[src/rtl/raster_sched_pkg.sv]
// Shared types for the raster tile-buffer walker: FSM states and the 64-bit tile header.
package raster_sched_pkg;
  typedef enum logic [1:0] {
    IDLE,
    FETCH,
    DRAIN
  } sched_state_e;

  localparam int TILE_HDR_BYTES = 8;

  typedef struct packed {
    logic [63:0] raw;
  } tile_hdr_t;
endpackage

[src/rtl/raster_tile_sched_if.sv]
// Memory read port plus tile-header stream between the walker (master) and its environment (slave).
interface raster_tile_sched_if #(
  parameter int ADDR_WIDTH = 32,
  parameter int TAG_W      = 2
);
  logic                        mem_req_valid;
  logic [ADDR_WIDTH-1:0]       mem_req_addr;
  logic [TAG_W-1:0]            mem_req_tag;
  logic                        mem_req_ready;
  logic                        mem_rsp_valid;
  raster_sched_pkg::tile_hdr_t mem_rsp_data;
  logic [TAG_W-1:0]            mem_rsp_tag;
  logic                        mem_rsp_ready;
  logic                        tile_valid;
  raster_sched_pkg::tile_hdr_t tile_data;
  logic                        tile_ready;

  modport master (
    output mem_req_valid, mem_req_addr, mem_req_tag,
    input  mem_req_ready,
    input  mem_rsp_valid, mem_rsp_data, mem_rsp_tag,
    output mem_rsp_ready,
    output tile_valid, tile_data,
    input  tile_ready
  );

  modport slave (
    input  mem_req_valid, mem_req_addr, mem_req_tag,
    output mem_req_ready,
    output mem_rsp_valid, mem_rsp_data, mem_rsp_tag,
    input  mem_rsp_ready,
    input  tile_valid, tile_data,
    output tile_ready
  );
endinterface

[src/rtl/raster_tile_fifo.sv]
// Header buffer: synchronous FIFO, no write-to-read bypass (data visible the cycle after the write).
// Writes when full and reads when empty are ignored; the caller's credits keep it from overflowing.
module raster_tile_fifo #(
  parameter int DEPTH = 4,
  parameter int WIDTH = 64
) (
  input  logic             clk,
  input  logic             reset,
  input  logic             wr_en,
  input  logic [WIDTH-1:0] wr_data,
  input  logic             rd_en,
  output logic [WIDTH-1:0] rd_data,
  output logic             full,
  output logic             empty
);
  localparam int AW = $clog2(DEPTH);

  logic [WIDTH-1:0] mem [DEPTH];
  logic [AW:0]      wr_ptr;
  logic [AW:0]      rd_ptr;

  // Extra pointer bit distinguishes full from empty when the indices coincide.
  assign empty   = (wr_ptr == rd_ptr);
  assign full    = (wr_ptr[AW] != rd_ptr[AW]) && (wr_ptr[AW-1:0] == rd_ptr[AW-1:0]);
  assign rd_data = mem[rd_ptr[AW-1:0]];

  always_ff @(posedge clk) begin
    if (wr_en && !full) mem[wr_ptr[AW-1:0]] <= wr_data;
  end

  always_ff @(posedge clk or posedge reset) begin
    if (reset) begin
      wr_ptr <= '0;
      rd_ptr <= '0;
    end else begin
      if (wr_en && !full) wr_ptr <= wr_ptr + (AW+1)'(1);
      if (rd_en && !empty) rd_ptr <= rd_ptr + (AW+1)'(1);
    end
  end
endmodule

[src/rtl/raster_tile_sched.sv]
// Tile-buffer walker: one 64-bit header read per tile, first request 1 cycle after start, headers streamed in order;
// credits stall requests while the header FIFO is committed. RASTER_SCHED_PERF_EN adds saturating stall counters.
module raster_tile_sched
  import raster_sched_pkg::*;
#(
  parameter int ADDR_WIDTH  = 32,
  parameter int TILE_BITS   = 16,
  parameter int MAX_PENDING = 4
) (
  input  logic                  clk,
  input  logic                  reset,
  input  logic                  start,
  input  logic [ADDR_WIDTH-1:0] tbuf_addr,
  input  logic [TILE_BITS-1:0]  tile_count,
  output logic                  busy,
  output logic                  done,
`ifdef RASTER_SCHED_PERF_EN
  output logic [31:0]           perf_mem_stalls,
  output logic [31:0]           perf_out_stalls,
`endif
  raster_tile_sched_if.master   bus
);
  localparam int TAG_W  = $clog2(MAX_PENDING);
  localparam int CRED_W = TAG_W + 1;

  sched_state_e          state;
  logic [ADDR_WIDTH-1:0] base;
  logic [TILE_BITS-1:0]  count;
  logic [TILE_BITS-1:0]  req_idx;
  logic [TILE_BITS-1:0]  out_idx;
  logic [TAG_W-1:0]      rsp_tag_exp;
  logic [CRED_W-1:0]     credits;
  logic                  req_fire;
  logic                  handoff;
  logic                  fifo_wr;
  logic                  fifo_full;
  logic                  fifo_empty;

  assign bus.mem_req_valid = (state == FETCH) && (credits != '0);
  assign bus.mem_req_addr  = base + ADDR_WIDTH'(req_idx) * ADDR_WIDTH'(TILE_HDR_BYTES);
  assign bus.mem_req_tag   = req_idx[TAG_W-1:0];
  assign bus.mem_rsp_ready = 1'b1;
  assign bus.tile_valid    = !fifo_empty;

  assign req_fire = bus.mem_req_valid && bus.mem_req_ready;
  assign handoff  = bus.tile_valid && bus.tile_ready;
  // Responses landing while idle belong to a walk abandoned by reset.
  assign fifo_wr  = bus.mem_rsp_valid && (state != IDLE);

  raster_tile_fifo #(
    .DEPTH (MAX_PENDING),
    .WIDTH (64)
  ) u_fifo (
    .clk     (clk),
    .reset   (reset),
    .wr_en   (fifo_wr),
    .wr_data (bus.mem_rsp_data),
    .rd_en   (handoff),
    .rd_data (bus.tile_data),
    .full    (fifo_full),
    .empty   (fifo_empty)
  );

  always_ff @(posedge clk or posedge reset) begin
    if (reset) begin
      state       <= IDLE;
      busy        <= 1'b0;
      done        <= 1'b0;
      base        <= '0;
      count       <= '0;
      req_idx     <= '0;
      out_idx     <= '0;
      rsp_tag_exp <= '0;
      credits     <= CRED_W'(MAX_PENDING);
    end else begin
      done    <= 1'b0;
      credits <= credits - CRED_W'(req_fire) + CRED_W'(handoff);
      if (fifo_wr) rsp_tag_exp <= rsp_tag_exp + TAG_W'(1);
      case (state)
        IDLE: begin
          if (start) begin
            if (tile_count == '0) begin
              done <= 1'b1;
            end else begin
              state       <= FETCH;
              busy        <= 1'b1;
              base        <= tbuf_addr;
              count       <= tile_count;
              req_idx     <= '0;
              out_idx     <= '0;
              rsp_tag_exp <= '0;
            end
          end
        end
        FETCH: begin
          if (handoff) out_idx <= out_idx + TILE_BITS'(1);
          if (req_fire) begin
            req_idx <= req_idx + TILE_BITS'(1);
            if (req_idx == count - TILE_BITS'(1)) state <= DRAIN;
          end
        end
        DRAIN: begin
          // In-order responses mean the last handoff implies nothing is left in flight or buffered.
          if (handoff) begin
            out_idx <= out_idx + TILE_BITS'(1);
            if (out_idx == count - TILE_BITS'(1)) begin
              state <= IDLE;
              busy  <= 1'b0;
              done  <= 1'b1;
            end
          end
        end
        default: state <= IDLE;
      endcase
    end
  end

`ifdef RASTER_SCHED_PERF_EN
  always_ff @(posedge clk or posedge reset) begin
    if (reset) begin
      perf_mem_stalls <= '0;
      perf_out_stalls <= '0;
    end else begin
      if (bus.mem_req_valid && !bus.mem_req_ready && (perf_mem_stalls != '1))
        perf_mem_stalls <= perf_mem_stalls + 32'd1;
      if (bus.tile_valid && !bus.tile_ready && (perf_out_stalls != '1))
        perf_out_stalls <= perf_out_stalls + 32'd1;
    end
  end
`endif

  a_rsp_tag_order: assert property (@(posedge clk) disable iff (reset)
    fifo_wr |-> (bus.mem_rsp_tag == rsp_tag_exp));
  a_fifo_no_overflow: assert property (@(posedge clk) disable iff (reset)
    !(fifo_wr && fifo_full));
endmodule
[src/flat_wrapper.sv]
// flat-port wrapper written by rule: the top's interface ports become plain ports
module raster_tile_sched_flat import raster_sched_pkg::*;
#(
  parameter int ADDR_WIDTH  = 32,
  parameter int TILE_BITS   = 16,
  parameter int MAX_PENDING = 4
)
  (clk, reset, start, tbuf_addr, tile_count, busy, done, bus_mem_req_valid, bus_mem_req_addr, bus_mem_req_tag, bus_mem_req_ready, bus_mem_rsp_valid, bus_mem_rsp_data, bus_mem_rsp_tag, bus_mem_rsp_ready, bus_tile_valid, bus_tile_data, bus_tile_ready);
  raster_tile_sched_if #(.ADDR_WIDTH(ADDR_WIDTH)) bus_i ();
  input  logic clk;
  input  logic reset;
  input  logic start;
  input  logic [ADDR_WIDTH-1:0] tbuf_addr;
  input  logic [TILE_BITS-1:0] tile_count;
  output logic busy;
  output logic done;
  output wire logic [$bits(bus_i.mem_req_valid)-1:0] bus_mem_req_valid;
  output wire logic [$bits(bus_i.mem_req_addr)-1:0] bus_mem_req_addr;
  output wire logic [$bits(bus_i.mem_req_tag)-1:0] bus_mem_req_tag;
  input wire logic [$bits(bus_i.mem_req_ready)-1:0] bus_mem_req_ready;
  input wire logic [$bits(bus_i.mem_rsp_valid)-1:0] bus_mem_rsp_valid;
  input wire logic [$bits(bus_i.mem_rsp_data)-1:0] bus_mem_rsp_data;
  input wire logic [$bits(bus_i.mem_rsp_tag)-1:0] bus_mem_rsp_tag;
  output wire logic [$bits(bus_i.mem_rsp_ready)-1:0] bus_mem_rsp_ready;
  output wire logic [$bits(bus_i.tile_valid)-1:0] bus_tile_valid;
  output wire logic [$bits(bus_i.tile_data)-1:0] bus_tile_data;
  input wire logic [$bits(bus_i.tile_ready)-1:0] bus_tile_ready;
  assign bus_mem_req_valid = bus_i.mem_req_valid;
  assign bus_mem_req_addr = bus_i.mem_req_addr;
  assign bus_mem_req_tag = bus_i.mem_req_tag;
  assign bus_i.mem_req_ready = bus_mem_req_ready;
  assign bus_i.mem_rsp_valid = bus_mem_rsp_valid;
  assign bus_i.mem_rsp_data = bus_mem_rsp_data;
  assign bus_i.mem_rsp_tag = bus_mem_rsp_tag;
  assign bus_mem_rsp_ready = bus_i.mem_rsp_ready;
  assign bus_tile_valid = bus_i.tile_valid;
  assign bus_tile_data = bus_i.tile_data;
  assign bus_i.tile_ready = bus_tile_ready;
  raster_tile_sched #(.ADDR_WIDTH(ADDR_WIDTH), .TILE_BITS(TILE_BITS), .MAX_PENDING(MAX_PENDING)) u_core (.clk(clk), .reset(reset), .start(start), .tbuf_addr(tbuf_addr), .tile_count(tile_count), .busy(busy), .done(done), .bus(bus_i));
endmodule
[config.mk]
export PLATFORM = sky130hd
export DESIGN_NAME = raster_tile_sched_flat
export DESIGN_NICKNAME = d
export VERILOG_FILES = /design/src/rtl/raster_sched_pkg.sv /design/src/rtl/raster_tile_sched_if.sv /design/src/rtl/raster_tile_fifo.sv /design/src/rtl/raster_tile_sched.sv /design/src/flat_wrapper.sv
export SDC_FILE = /design/constraint.sdc
export NUM_CORES = 1
export LEC_CHECK = 0
export ABC_CLOCK_PERIOD_IN_PS = 2700
export BUFFER_PORTS_ARGS = -buffer_cell sky130_fd_sc_hd__buf_2
export CAP_MARGIN = 20
export CORE_AREA = 2 2 172 174
export CTS_BUF_LIST = sky130_fd_sc_hd__clkbuf_4 sky130_fd_sc_hd__clkbuf_8
export DETAILED_ROUTE_END_ITERATION = 10
export DIE_AREA = 0 0 174 176
export PLACE_DENSITY = 0.78
export SLEW_MARGIN = 15
export SYNTH_ARGS = -nofsm -noshare
export SYNTH_HDL_FRONTEND = slang
export SYNTH_SLANG_ARGS = --single-unit
[constraint.sdc]
create_clock -name clk -period 2.7 [get_ports clk]
set_input_delay 0 -clock clk [delete_from_list [all_inputs] [get_ports clk]]
set_output_delay 0 -clock clk [all_outputs]
set_load 0.02 [all_outputs]
-- Word-level counts from Yosys, hierarchy flattened
Memory sizes are Yosys's and may differ from the RTL's.
Index checks and enable logic that the tools add are counted.
W data, S select, Z words.
- bits in registers: 93
- RAM bits: 256
- input port bits: 120
- memories: 1
- memory list (name ; depth ; bits a word ; rd ports ; clocked after Yosys merged registers in ; wr ports ; line ; source):
    u_core.u_fifo.mem ; 4 ; 64 ; 1 ; 0 ; 1 ; raster_tile_fifo.sv:18 ; logic [WIDTH-1:0] mem [DEPTH];
- add/sub/neg operators: 8
- equal/unequal tests: 14
- muxes and demuxes: 25
- bitwise operators: 1
- reductions and logical operators: 22
- operators by type and width (kind ; count):
    $mux W16 ; 4
    $pmux W16 S2 ; 2
    $add A16 B1 Y16 const B ; 2
    $add A32 B19 Y32 ; 1
    $eq A16 B16 Y1 ; 2
    $logic_not A16 Y1 ; 1
    $sub A16 B1 Y16 const B ; 1
    $mux W2 ; 6
    $mux W1 ; 10
    $ne A2 B1 Y1 const B ; 4
    $reduce_and A4 Y1 ; 2
    $reduce_bool A2 Y1 ; 4
    $logic_and A1 B1 Y1 ; 7
    $add A3 B1 Y3 const B ; 2
    $ne A2 B2 Y1 const B ; 3
    $pmux W2 S3 ; 1
    $reduce_and A6 Y1 ; 1
    $reduce_and A5 Y1 ; 1
    $pmux W1 S2 ; 2
    $add A3 B1 Y3 ; 1
    $eq A3 B3 Y1 ; 1
    $reduce_and A3 Y1 ; 1
    $reduce_bool A3 Y1 ; 1
    $sub A3 B1 Y3 ; 1
    8 further kinds ; 9

-- Longest topological paths before layout
Gate-level depths: netlist (run 1).
- depth after elaboration: 6
- depth in mapped cells: 12
- depth with buffers taken out: 11

-- Modules after synthesis
A second synthesis (run 1) with hierarchy kept.
- cell total of the unflattened synthesis: 1018
- area total of the unflattened synthesis: 15697.6 µm²
- by module, submodules not included (module ; times used ; cells each ; area an instance (µm²)):
    raster_tile_fifo ; 1 ; 385 ; 9776.9
    raster_tile_sched ; 1 ; 633 ; 5920.7

-- Least setup slack after synthesis (run 1)
OpenSTA, ideal clock, no wires.
- kind: reg-to-reg
- start: reg u_core.state[0]
- end: mem u_core.u_fifo.mem[3][0], enable pin
- setup time: 430 ps
- arrival: 2546 ps
- data required time: 2270 ps
- setup slack: -277 ps
- stages on the path, launching flop included: 6
- path buffers: 0
- period minus slack after synthesis: 2977 ps
- path through: dfrtp_1 -> inv_1 -> ha_1 -> inv_1 -> o311a_1 -> and2_1
- word-level cells in the longest chain between the ends: 5
- RTL lines (element ; line ; source):
    start, declared ; raster_tile_sched.sv:26 ; sched_state_e state;
    start signal, assigned ; raster_tile_sched.sv:66 ; state <= IDLE;
    start signal, assigned ; raster_tile_sched.sv:85 ; state <= FETCH;
    start signal, assigned ; raster_tile_sched.sv:99 ; if (req_idx == count - TILE_BITS'(1)) state <= DRAIN;
    $reduce_bool A2 Y1 ; raster_tile_sched.sv:48 ; assign fifo_wr = bus.mem_rsp_valid && (state != IDLE);
    $logic_and A1 B1 Y1 ; raster_tile_sched.sv:48 ;
    $logic_and A1 B1 Y1 ; raster_tile_fifo.sv:28 ; if (wr_en && !full) mem[wr_ptr[AW-1:0]] <= wr_data;
    $mux W1 ; raster_tile_fifo.sv:28 ;
    $mux W1 (not written as such) ; raster_tile_fifo.sv:28 ;
    end, declared ; raster_tile_fifo.sv:18 ;
Every way passes these cells.

-- Final worst setup path (run 1)
- start: reg u_core.req_idx[0]
- end: out bus_mem_req_addr[15]
- word-level cells in the longest chain between the ends: 1
- RTL lines (element ; line ; source):
    start, declared ; raster_tile_sched.sv:29 ; logic [TILE_BITS-1:0] req_idx;
    start signal, assigned ; raster_tile_sched.sv:98 ; req_idx <= req_idx + TILE_BITS'(1);
    $add A32 B19 Y32 ; raster_tile_sched.sv:40 ; assign bus.mem_req_addr = base + ADDR_WIDTH'(req_idx) * ADDR_WIDTH'(TILE_HDR_BYTES);
    end, declared ; flat_wrapper.sv:18 ; output wire logic [$bits(bus_i.mem_req_addr)-1:0] bus_mem_req_addr;
Every way passes these cells.

==> flow_summary_export.csv, run 1 <==
group,metric,value,unit
floorplan,rows,62,
drt,wl_per_cell,20.3,µm
yosys,synth_edf_count,256,
clocking,cts_root_buffer,"clkbuf_8",
placement,place_congestion,0.920,
timing,maxSlewViolCount,0,
yosys,async_flop_share,26.6,%
clocking,tritoncts,"built",
layout,antenna_cells,0,
timing,rsz0062_at_grt,"true",
status,violations,"negative setup slack",
yosys,avgSynthCellArea,15.7,µm²
yosys,syn_area,15300,µm²
clocking,clkTransAtPathRegs,0.06,ns
drt,wl,36800,µm
grt,track_usage,23.9,%
timing,finalHoldViolations,0,
clocking,cts_sinks,349,
clocking,numCtsBuffers,56,
drt,viasPerCell,5.49,
setup_path,crit_path_start,"u_core.req_idx[0]",
grt,grt_max_degree,67,
layout,n_fill_cell,1869,
layout,utilization,69.6,%
yosys,ys.flop_type,"edfxtp_1",
power_and_ir_drop,leakagePower,7.76,nW
timing,fin_ws,-0.322,ns
placement,hpwl,21500,µm
setup_path,cp_num_buf_inv,3,
yosys,synth-seq-area-share,65.6,%
grt,grt_pass1_wl,57100,µm
grt,antenna_found_initial,0,
layout,final_area,19900,µm²
setup_path,cp.depth,12,
yosys,ys_warn_count,0,
clocking,htreeDepth,2,
setup_path,rr_startpoint,"u_core.count[7]",
clocking,cts_max_path_buffers,3,
drt,initialDrtViolationCount,679,
setup_path,max_stage_delay,0.43,ns
floorplan,core_area,28500,µm²
setup_path,start_kind,"flop",
setup_path,critPathMaxFanout,3,
run,maxCapViolCount,0,
setup_path,arrival,3.02,ns
layout,final_layout_size_suffix_gt1_share,38.3,%
timing,tightest_slew,0.989,ns
drt,num_vias,9955,
layout,mostFrequentLayoutCell,"edfxtp_1",
layout,syn_to_final_growth,30.1,%
timing,period_share,112,%
grt,globalRouteOverflowTotal,0,
clocking,clock_latency,0.60,ns
setup_path,r2r_setup_slack,0.04,ns
floorplan,die_area,30600,µm²
yosys,ys_ff_latch,349,
drt,drc_errors,0,
setup_path,r2r_cells,9,
worst_hold_path,hold_path.class,"input pin to asynchronous set/reset pin",
timing,slew_headroom,34.1,%
setup_path,cp-end-kind,"primary output",
yosys,syn_inst,971,
floorplan,initial_core_util,53.5,%
timing,fin_skew,0.0237,ns
setup_path,critical-path-top-delay-family,"compound AO/OA/AOI/OAI gates",
layout,final_nets,1532,
setup_path,cp.required,2.70,ns
yosys,ys_types,67,
status,status,"finished, violations left",
grt,first_global_vias,10400,
drt,final_antenna_net_count,0,
setup_path,cp_slowest_cell,"or3b_4",
yosys,synth_fp_nets,1122,
floorplan,die_w,174,µm
layout,final_cell_mix,"edfxtp_1, buf_2, dlygate4sd3_1",
power_and_ir_drop,vdd_drop_max,0.000753,V
setup_path,cp_cell_sequence,"ha_2, inv_2, fa_2, nor2b_2, o21ai_2, a21oi_2, o211ai_1, or3b_4, a21oi_2, buf_4, xnor2_2, buf_4",
placement,place_area,17200,µm²
drt,first_pass_iters,5,
timing,finalCriticalPeriod,3.02,ns
power_and_ir_drop,powerDensity,1050,nW/µm²
floorplan,pin_count,223,
placement,portBuffers,219,
timing,max_freq,0.331,GHz
floorplan,die_h,176,µm
setup_path,crit_type,"flop to primary output",
timing,setup_violations,18,
repair_timing:
item / in CTS / in global routing
hold buffers: 116 / 0
buffers inserted: 5 / 4
hold endpoints to repair: 368 / 0
pin swaps: 11 / 18
endpoints found under the setup margin: 20 / 30
gates resized for setup: 33 / 33
worst register-to-register path, delay by kind of cell (launching register included):
kind | cells | cell delay (ns)
XOR/XNOR | 1 | 0.14
AO/OA/AOI/OAI | 1 | 0.30
buffers and inverters | 1 | 0.18
flip-flops | 1 | 0.42
AND/OR/NAND/NOR | 5 | 1.34
multiplexers | 1 | 0.20
per-stage QoR:
| step | setup TNS [ns] | hold WS, ns | setup WS [ns] | power, mW | cells |
|---|---|---|---|---|---|
| floorplan | 0 | 0.0989 | 0.109 | 13.0 | 971 |
| global placement | 0 | 0.121 | 0.0855 | 15.5 | 1582 |
| detailed placement | 0 | 0.127 | 0.0209 | 15.6 | 1582 |
| CTS | -5.31 | 0.0327 | -0.337 | 20.7 | 1809 |
| global route | -6.90 | 0.0629 | -0.453 | 22.0 | 1813 |
| finish | -3.88 | 0.0381 | -0.322 | 20.9 | 1813 |
layout make-up:
class	instances	area [µm²]	share of cell area [%]
flip-flops and latches	349	10000	50.5
multi-input cells	543	5160	26.0
repair buffers	397	2880	14.5
clock buffers	86	1030	5.17
well taps	384	480	2.42
clock inverters	20	161	0.813
inverters	34	129	0.649
flip-flops by register name (all words and copies together), names as in the netlist, 3 cells and up:
| name | flops |
|---|---|
| u_core.u_fifo.mem | 256 |
| u_core.base | 32 |
| u_core.count | 16 |
| u_core.out_idx | 16 |
| u_core.req_idx | 16 |
| u_core.credits | 3 |
| u_core.u_fifo.rd_ptr | 3 |
| u_core.u_fifo.wr_ptr | 3 |
per-layer routing:
layer  global-route usage, %  routed length [µm]  vias up
met3                    6.70                3050       67
li1                        -                   -     4534
met1                    30.3               14600     4947
met4                    6.90                 822        0
met5                       0                   0        -
met2                    40.7               18300      407
power breakdown:
group	leakage (nW)	internal, mW	total, mW	switching (mW)
clock	0.638	2.64	4.76	2.13
sequential	3.47	6.93	7.62	0.684
combinational	3.65	3.70	8.54	4.84
total	7.76	13.3	20.9	7.66
synth_stat cells, types with 3 or more instances:
library cell	number	area share, %
edfxtp_1	256	50
dfrtp_1	92	15
mux4_2	64	9.4
xnor2_1	58	3.3
nand2_1	52	1.3
mux2_2	44	3.2
nor2_1	40	0.98
inv_1	34	0.84
o21ai_0	34	1.1
xor2_1	31	1.8
ha_1	29	2.4
nand3_1	26	0.85
clkbuf_1	25	0.61
a21oi_1	22	0.72
nor3_1	12	0.39
buf_1	11	0.27
nand4_1	11	0.45
nor4_1	11	0.45
and3_1	10	0.41
nand2b_1	8	0.33
a21o_1	6	0.30
and2_1	6	0.25
buf_4	6	0.30
nor2b_1	6	0.25
or3_1	6	0.25
a22o_1	5	0.29
mux2i_1	4	0.26
o21a_1	3	0.15
or2_2	3	0.12
cell families after synthesis:
family	synth area share, %
DFF	65.6
and+or+nand+nor	7.16
muxes	13.0
AOI/OAI and AO/OA	4.23
xor gates and xnor gates	5.11
buffers and inverters	2.20
adders and majority gates	2.71
other	0.0246
final timing paths:
check,to
worst max-delay path,bus_mem_req_addr[15]
worst min-delay path,u_core.base[8]
worst max register to register,u_core.state[0]
worst min register to register,u_core.credits[2]
max in group asynchronous,u_core.credits[2]
min in group clk,u_core.credits[1]
Power figures use the tool's default switching activity.
==> run 2, diff against run 1 <==
--- a/config.mk
+++ b/config.mk
@@ -7,11 +7,11 @@
 export LEC_CHECK = 0
 export ABC_CLOCK_PERIOD_IN_PS = 2700
 export BUFFER_PORTS_ARGS = -buffer_cell sky130_fd_sc_hd__buf_2
-export CAP_MARGIN = 20
-export CORE_AREA = 2 2 172 174
+export CORE_AREA = 2 2 131 228
 export CTS_BUF_LIST = sky130_fd_sc_hd__clkbuf_4 sky130_fd_sc_hd__clkbuf_8
 export DETAILED_ROUTE_END_ITERATION = 10
-export DIE_AREA = 0 0 174 176
+export DIE_AREA = 0 0 133 230
+export GPL_TIMING_DRIVEN = 0
 export PLACE_DENSITY = 0.78
 export SLEW_MARGIN = 15
 export SYNTH_ARGS = -nofsm -noshare
==> flow_summary_export.csv, run 2 (synthesis results as in run 1) <==
group,metric,value,unit
floorplan,rows,82,
timing,period_share,113,%
power_and_ir_drop,powerDensity,1040,nW/µm²
clocking,cts_max_path_buffers,3,
timing,finalHoldViolations,0,
setup_path,r2r_setup_slack,-0.12,ns
timing,finalCriticalPeriod,3.04,ns
clocking,tritoncts,"built",
setup_path,arrival,3.04,ns
drt,drc_errors,0,
layout,mostFrequentLayoutCell,"edfxtp_1",
setup_path,start_kind,"flop",
grt,globalRouteOverflowTotal,0,
timing,tightest_slew,0.840,ns
drt,wl,37300,µm
timing,slew_headroom,44.0,%
timing,fin_ws,-0.339,ns
setup_path,crit_path_start,"u_core.req_idx[0]",
floorplan,initial_core_util,53.3,%
placement,place_area,17000,µm²
placement,portBuffers,219,
floorplan,die_area,30600,µm²
drt,wl_per_cell,20.7,µm
drt,initialDrtViolationCount,461,
setup_path,endpoint,"bus_mem_req_addr[17]",
drt,final_antenna_net_count,0,
layout,syn_to_final_growth,29.8,%
floorplan,die_w,133,µm
layout,final_cell_mix,"edfxtp_1, buf_2, dlygate4sd3_1",
grt,first_global_vias,10700,
timing,max_freq,0.329,GHz
clocking,clkTransAtPathRegs,0.07,ns
drt,first_pass_iters,5,
run,maxCapViolCount,0,
floorplan,core_area,28600,µm²
setup_path,crit_type,"flop to primary output",
timing,maxSlewViolCount,0,
setup_path,rr_startpoint,"u_core.count[0]",
drt,viasPerCell,5.55,
clocking,cts_sinks,349,
layout,largest_reg_flops,256,
setup_path,rr_endpoint,"u_core.state[0]",
setup_path,r2r_cells,10,
worst_hold_path,hold_path.class,"input pin to flop",
timing,fin_skew,0.0247,ns
timing,setup_violations,19,
power_and_ir_drop,vdd_drop_max,0.000837,V
timing,rsz0062_at_grt,"true",
grt,grt_pass1_wl,56900,µm
layout,final_area,19800,µm²
clocking,htreeDepth,2,
clocking,clock_latency,0.59,ns
timing,setup_tns,-4.70,ns
power_and_ir_drop,leakagePower,7.66,nW
setup_path,cp-end-kind,"primary output",
layout,final_layout_size_suffix_gt1_share,38.1,%
grt,track_usage,24.3,%
clocking,cts_root_buffer,"clkbuf_8",
clocking,numCtsBuffers,46,
setup_path,cp.required,2.70,ns
layout,n_fill_cell,1807,
placement,pre_cts_ws,-0.382,ns
drt,num_vias,10000,
placement,place_congestion,0.918,
timing,hold_slack,0.156,ns
floorplan,pin_count,223,
grt,grt_max_degree,49,
setup_path,critPathMaxFanout,3,
placement,hpwl,23100,µm
status,violations,"negative setup slack",
grt,antenna_found_initial,1,
layout,final_nets,1543,
floorplan,die_h,230,µm
layout,utilization,69.2,%
status,status,"finished, violations left",
[run 2: cell type report]
| cell class | instances | area [µm²] | area share (%) |
|---|---|---|---|
| Sequential cell | 349 | 10000 | 50.6 |
| Tap cell | 378 | 473 | 2.39 |
| Inverter | 34 | 133 | 0.669 |
| Buffer | 42 | 216 | 1.09 |
| Antenna cell | 1 | 2.50 | 0.0126 |
| Clock inverter | 17 | 148 | 0.745 |
| Timing Repair Buffer | 375 | 2710 | 13.7 |
| Clock buffer | 68 | 823 | 4.15 |
| Multi-Input combinational cell | 544 | 5290 | 26.7 |
[run 2: what timing repair did]
action                                  CTS  global route
hold endpoints to repair                406             0
cloned                                    1             0
endpoints found under the setup margin  105           108
hold buffers                            117             0
pin swaps                                29            19
gates resized for setup                  73            48
buffers inserted                         21            12
[run 2: how the worst min path moves through the flow]
stage / startpoint / to / slack (ns) / cells after the start
5_1_grt: bus_mem_rsp_data[5] / u_core.u_fifo.mem[0][5] / 0.14 / 2
6_report: bus_mem_rsp_data[5] / u_core.u_fifo.mem[3][5] / 0.16 / 2
3_5_place_dp: reset / u_core.base[22] / -0.04 / 2
3_3_place_gp: bus_mem_rsp_data[30] / u_core.u_fifo.mem[0][30] / 0.21 / 1
4_1_cts: bus_mem_rsp_data[28] / u_core.u_fifo.mem[0][28] / 0.11 / 2
2_1_floorplan: bus_mem_rsp_data[0] / u_core.u_fifo.mem[0][0] / 0.1 / 0
[run 2: per-layer routing]
metal	part of all wire, %	vias up	GRT usage [%]	wire length, µm
met1	33	4993	24.5	12200
met4	5.1	0	12.3	1910
li1	-	4544	-	-
met3	6.4	117	5.45	2390
met5	0	-	0	0
met2	56	379	46.2	20800
[run 2: power by group]
group          internal, mW  switching [mW]  total, mW
sequential             6.94           0.713       7.65
combinational          3.81            4.99       8.80
clock                  2.17            1.97       4.13
[run 2: metrics by stage]
| stage | instances | total power, mW |
|---|---|---|
| 5_1_grt | 1808 | 21.6 |
| 4_1_cts | 1796 | 20.3 |
| 6_report | 1808 | 20.6 |
| 3_3_place_gp | 1568 | 15.2 |
| 3_5_place_dp | 1574 | 15.5 |
| 2_1_floorplan | 971 | 13.0 |
[run 2: worst max-delay path: stages, from the launching register on]
cell and delay (ns):
dfrtp_2 0.44, ha_4 0.17, inv_2 0.05, fa_2 0.20, nor2b_2 0.05, o21ai_2 0.14
a21oi_2 0.09, o211ai_1 0.17, buf_4 0.16, or3b_4 0.39, a21oi_4 0.16, o21ai_2 0.08
xor2_1 0.19, buf_4 0.17
